## config.mk

```make
export PLATFORM = sky130hd
export DESIGN_NAME = cpu_bus_arbiter
export DESIGN_NICKNAME = d
export VERILOG_FILES = /design/src/rtl/cpu_bus_arbiter.sv
export SDC_FILE = /design/constraint.sdc
export NUM_CORES = 1
export LEC_CHECK = 0
export CAP_MARGIN = 20
export CELL_PAD_IN_SITES_DETAIL_PLACEMENT = 2
export CELL_PAD_IN_SITES_GLOBAL_PLACEMENT = 2
export CORE_ASPECT_RATIO = 1.4
export CORE_MARGIN = 2
export CORE_UTILIZATION = 12
export CTS_CLUSTER_DIAMETER = 150
export DETAILED_ROUTE_END_ITERATION = 16
export PLACE_DENSITY_LB_ADDON = 0.1
export SLEW_MARGIN = 20
export SYNTH_ARGS = -nofsm -noshare
export SYNTH_HDL_FRONTEND = slang
export SYNTH_SLANG_ARGS = --single-unit
```

## constraint.sdc

```tcl
create_clock -name i_clock -period 3.13 [get_ports i_clock]
set_input_delay 0.7825 -clock i_clock [delete_from_list [all_inputs] [get_ports i_clock]]
set_output_delay 0.7825 -clock i_clock [all_outputs]
set_load 0.005 [all_outputs]
```

## src/rtl/cpu_bus_arbiter.sv

```systemverilog
// -----------------------------------------------------------------------------
// cpu_bus_arbiter
//
// Round-robin arbiter that shares one external CPU bus between NUM_PORTS
// masters (fetch, memory stage, DMA, video, ...). One master owns the bus at a
// time. The owner keeps the bus until the slave answers with i_bus_ready, or
// until the watchdog gives up after TIMEOUT cycles. Every transfer ends with
// one RELEASE cycle so that the finished master can drop its request before
// the next arbitration.
//
// Parameters
//   NUM_PORTS  number of requesters (2..8)
//   TIMEOUT    cycles a granted transfer may wait for i_bus_ready; 0 = no watchdog
//
// Ports
//   i_clock        clock, all state on the rising edge
//   i_reset        asynchronous active-low reset
//   i_request      per-port request, held until that port's o_ready pulse
//   i_rw           per-port direction, 1 = write
//   i_address      per-port address, port k at [32k+31:32k]
//   i_wdata        per-port write data, same packing
//   o_ready        one-cycle completion pulse to the owner
//   o_rdata        read data broadcast, valid only with o_ready
//   o_grant        one-hot current owner, zero when idle
//   o_timeout      one-cycle pulse when the watchdog aborts a transfer
//   o_bus_request  bus request
//   o_bus_rw       bus direction
//   o_bus_address  bus address
//   o_bus_wdata    bus write data
//   i_bus_ready    bus completion pulse
//   i_bus_rdata    bus read data
// -----------------------------------------------------------------------------
module cpu_bus_arbiter #(
   parameter int NUM_PORTS = 3,
   parameter int TIMEOUT   = 1023
) (
   input  logic                      i_clock,
   input  logic                      i_reset,
   input  logic [NUM_PORTS-1:0]      i_request,
   input  logic [NUM_PORTS-1:0]      i_rw,
   input  logic [32*NUM_PORTS-1:0]   i_address,
   input  logic [32*NUM_PORTS-1:0]   i_wdata,
   output logic [NUM_PORTS-1:0]      o_ready,
   output logic [31:0]               o_rdata,
   output logic [NUM_PORTS-1:0]      o_grant,
   output logic                      o_timeout,
   output logic                      o_bus_rw,
   output logic                      o_bus_request,
   input  logic                      i_bus_ready,
   output logic [31:0]               o_bus_address,
   input  logic [31:0]               i_bus_rdata,
   output logic [31:0]               o_bus_wdata
);

   localparam int PW     = $clog2(NUM_PORTS);
   // Watchdog counter is clog2(TIMEOUT+1) wide; keep one bit when disabled.
   localparam int CW     = (TIMEOUT > 0) ? $clog2(TIMEOUT + 1) : 1;
   localparam int T_LAST = (TIMEOUT > 0) ? TIMEOUT - 1 : 0;

   localparam logic [CW-1:0] CNT_LAST  = CW'(T_LAST);
   localparam logic [CW-1:0] CNT_MAX   = '1;
   localparam logic [PW-1:0] LAST_PORT = PW'(NUM_PORTS - 1);

   typedef enum logic [1:0] {
      IDLE,
      ACTIVE,
      ABORT,
      RELEASE
   } state_t;

   state_t          state;
   state_t          state_next;
   logic [PW-1:0]   owner;       // current owner, doubles as last_owner
   logic [CW-1:0]   wd_count;    // watchdog: ACTIVE cycles without ready
   logic            found;
   logic [PW-1:0]   winner;
   logic [PW:0]     cand;        // one spare bit so last_owner+i never overflows
   logic [NUM_PORTS-1:0] owner_hot;

   logic [31:0] addr_port  [NUM_PORTS];
   logic [31:0] wdata_port [NUM_PORTS];

   genvar k;
   generate
      for (k = 0; k < NUM_PORTS; k++) begin : g_unpack
         assign addr_port[k]  = i_address[32*k +: 32];
         assign wdata_port[k] = i_wdata[32*k +: 32];
      end
   endgenerate

   assign owner_hot = NUM_PORTS'(1) << owner;

   // Round-robin pick: first set request scanning owner+1, owner+2, ...
   // wrapping modulo NUM_PORTS. The sum stays below 2*NUM_PORTS, so a single
   // conditional subtract replaces the modulo.
   always_comb begin
      found  = 1'b0;
      winner = owner;
      cand   = '0;
      for (int i = 1; i <= NUM_PORTS; i++) begin
         cand = {1'b0, owner} + (PW+1)'(i);
         if (cand >= (PW+1)'(NUM_PORTS))
            cand = cand - (PW+1)'(NUM_PORTS);
         if (!found && i_request[cand[PW-1:0]]) begin
            found  = 1'b1;
            winner = cand[PW-1:0];
         end
      end
   end

   // NOTE: clocked processes use non-blocking assignments only, so every flop
   // samples the values that were present before the edge.
   always_ff @(posedge i_clock or negedge i_reset) begin
      if (!i_reset)
         state <= IDLE;
      else
         state <= state_next;
   end

   // Reset owner to the last port so port 0 wins the first arbitration.
   always_ff @(posedge i_clock or negedge i_reset) begin
      if (!i_reset) begin
         owner    <= LAST_PORT;
         wd_count <= '0;
      end else begin
         case (state)
            IDLE: begin
               if (found) begin
                  owner    <= winner;
                  wd_count <= '0;
               end
            end
            ACTIVE: begin
               // Saturates instead of wrapping (matters only with TIMEOUT = 0).
               if (!i_bus_ready && wd_count != CNT_MAX)
                  wd_count <= wd_count + CW'(1);
            end
            default: ;
         endcase
      end
   end

   // NOTE: every signal written here gets a default first; a branch that
   // skipped one would otherwise infer a latch.
   always_comb begin
      state_next    = state;
      o_grant       = '0;
      o_ready       = '0;
      o_timeout     = 1'b0;
      o_bus_request = 1'b0;
      o_bus_rw      = 1'b0;
      o_bus_address = '0;
      o_bus_wdata   = '0;
      o_rdata       = '0;

      case (state)
         IDLE: begin
            if (found)
               state_next = ACTIVE;
         end

         ACTIVE: begin
            o_grant       = owner_hot;
            o_bus_request = 1'b1;
            o_bus_rw      = i_rw[owner];
            o_bus_address = addr_port[owner];
            o_bus_wdata   = wdata_port[owner];
            o_rdata       = i_bus_rdata;
            if (i_bus_ready) begin
               // A requester that already gave up gets no completion pulse.
               o_ready    = owner_hot & i_request;
               state_next = RELEASE;
            end else if (TIMEOUT != 0 && wd_count == CNT_LAST) begin
               state_next = ABORT;
            end
         end

         ABORT: begin
            o_grant    = owner_hot;
            o_ready    = owner_hot & i_request;
            o_timeout  = 1'b1;
            state_next = RELEASE;
         end

         RELEASE: begin
            // One quiet cycle lets the finished requester drop i_request.
            state_next = IDLE;
         end

         default: state_next = IDLE;
      endcase
   end

endmodule

```

==> flow_metrics.py <==
metrics = {
    "yosys": {
        "ys_seq_elements": 14,
        "yosys.area.top_type": "mux2i_1",
        "seq_area_frac_synth_pct": 11.8,
        "ys_async_sr_fraction_pct": 100,
        "synth_edf_count": 0,
        "synth_common_cells": "nor2_1 (141), a21oi_1 (70), mux2i_1 (67)",
        "synthFlopType": "dfrtp_1",
        "synthesis.nets": 697,
        "yosys_warnings": 0,
        "syn_area_um2": 2970,
        "synthTopCellsByArea": "mux2i_1 (23%), nor2_1 (18%), a21oi_1 (12%), dfrtp_1 (11%), and2_1 (7.4%)",
        "syn_avg_cell_area_um2": 6.54,
        "synth_cell_type_count": 46,
        "synth_most_common_cell": "nor2_1",
        "synth_top_area_share_pct": 22.6,
        "postSynthCellCount": 454,
    },
    "run_status": {
        "status": "complete, no violations",
    },
    "worst_setup_path": {
        "critPathArrivalTime_ns": 2.18,
        "path_max_fanout": 10,
        "cp-end-kind": "output port",
        "crit_required_ns": 2.35,
        "start_kind": "flop",
        "critPathKind": "flop to output port",
    },
    "placed_design": {
        "hpwl_mm": 17.2,
        "port_buffers": 337,
        "dpl.cell_count": 1089,
        "pre_cts_slack_ns": 0.166,
        "place_congestion": 0.773,
    },
    "detailed_routing": {
        "viasPerCell": 4.28,
        "wl_mm": 20.6,
        "antenna_left": 0,
        "vias": 4709,
        "wl_per_cell_um": 18.8,
        "first_pass_iters": 4,
        "drc": 0,
        "drt_iter0_drc": 92,
    },
    "floorplan": {
        "fp.dieH_um": 190,
        "die-area_um2": 26000,
        "start_util_pct": 12.1,
        "row_count": 68,
        "design.core.area_um2": 24500,
        "die_width_um": 137,
        "ios": 338,
    },
    "sta": {
        "clock.fmax_ghz": 0.338,
        "fin_crit_ns": 2.96,
        "setup_slack_ns": 0.167,
        "finalHoldViolCount": 0,
        "drv_slew": 0,
        "period_share_pct": 94.7,
        "tightest_slew_ns": 0.740,
        "fin_skew_ns": 0.00409,
        "slew_headroom_pct": 50.5,
        "tns_ns": 0,
        "rsz0062_at_grt": "false",
        "setup_viol": 0,
    },
    "cts": {
        "ctsHoldBuffers": 0,
        "cts_tree": "done",
        "clock_sinks": 14,
        "cts.path.max_buffers": 2,
        "insertion_delay_ns": 0.25,
        "h-tree-depth": 1,
        "clock-root-buffer": "clkbuf_16",
        "clkTransAtPathRegs_ns": 0.05,
        "cts_made_buffers": 3,
    },
    "final_layout": {
        "nFillCells": 2845,
        "stdcell_count": 1099,
        "drive_above_1_share_pct": 5.13,
        "nets": 1024,
        "syn2layout_area_growth_pct": 133,
    },
    "job": {
        "maxCapViolCount": 0,
    },
    "global_routing": {
        "gr-max-usage-layer": "met2",
        "grt_util_met1_pct": 13.7,
        "grt.overflow.total": 0,
        "antenna_found_initial": 3,
        "grt_pass1_vias": 5407,
        "grt_pass1_wl_mm": 30.3,
        "met3_usage_pct": 6.08,
        "grt_use_total_pct": 15.0,
        "met2_usage_pct": 30.0,
        "grt_max_degree": 69,
    },
    "hold_path": {
        "hp-class": "flop to flop",
    },
    "power": {
        "ir_worst_vdd_mv": 0.349,
        "leakagePower_uw": 0.00262,
        "power.density_nw_per_um2": 640,
    },
}
[metal layers]
metal | vias up | share of wire (%)
met2 | 248 | 54
met3 | 27 | 11
li1 | 2216 | -
met1 | 2218 | 32
met5 | - | 0
met4 | 0 | 2.6
[power by group]
group	internal [uW]	switching, uW	leakage (uW)
Combinational	1970	1910	0.00240
Clock	173	79.7	0.0000382
Sequential	230	61.8	0.000184
Total	2380	2060	0.00262
[metrics by stage]
stage               hold slack [ns]  total power (uW)  util (%)  instance area [um2]
floorplan                     0.487              2220         -                 2970
global placement              0.527              4170      27.8                 6810
detailed placement            0.544              4270      27.8                 6810
CTS                           0.560              4550      28.1                 6890
global route                  0.580              4880      28.2                 6920
finish                        0.550              4430      28.2                 6920
[critical path, stage by stage (launching register included)]
cell and delay (ns):
dfstp_4 0.71, buf_6 0.20, mux2i_1 0.28, nor2_1 0.08, a21oi_1 0.13, nor2_1 0.05, clkdlybuf4s50_1 0.46
[cell usage in the layout (no fill, tap or decap), drive strengths merged, types with 3 or more instances in the layout]
cell,count
clkdlybuf4s50,337
nor2,142
a21oi,71
mux2i,67
and2,35
buf,20
dfrtp,13
o31ai,11
nand3,11
o21ai,10
ha,10
nand2,8
inv,7
diode,4
clkbuf,4
and3,3
mux2,3
[final timing paths]
check                      depth (start not counted)  slack (ns)         endpoint  startpoint
max in group asynchronous                          1        1.64         owner[0]     i_reset
hold / removal                                     1        0.55         state[0]    state[0]
min in group asynchronous                          1        0.98         state[0]     i_reset
setup / recovery                                   6        0.17  o_bus_wdata[23]    owner[1]
setup reg to reg                                   7        0.46      wd_count[7]    owner[1]
hold reg to reg                                    1        0.55         state[0]    state[0]
[logic make-up (layout without fill, tap and decap cells)]
| kind of cell | count (synthesis) | after routing | share of synthesized area [%] |
|---|---|---|---|
| simple gates | 210 | 210 | 32.1 |
| compound gates | 108 | 108 | 22.1 |
| mux | 70 | 70 | 23.9 |
| buf+inv | 42 | 368 | 5.90 |
| flops | 14 | 14 | 11.8 |
| fa+ha+maj | 10 | 10 | 4.22 |
| other cells | 0 | 4 | 0 |
[registers in the layout (all words and copies together) (netlist names)]
| signal | cells |
|---|---|
| wd_count | 10 |
| owner | 2 |
| state | 2 |
[repair_timing]
item,CTS,global route
gates resized for setup,1,1
setup buffers,0,2
setup endpoints to repair,1,12
[final cells by class]
class	count	area, um2	share of cell area, %
clock buffers	4	78.8	1.14
repair buffers	357	3610	52.1
diodes	4	10.0	0.145
inverters	7	26.3	0.380
multi-input cells	398	2450	35.4
well taps	315	394	5.70
flip-flops and latches	14	357	5.15
No activity file was read; power rests on OpenSTA's default activity.
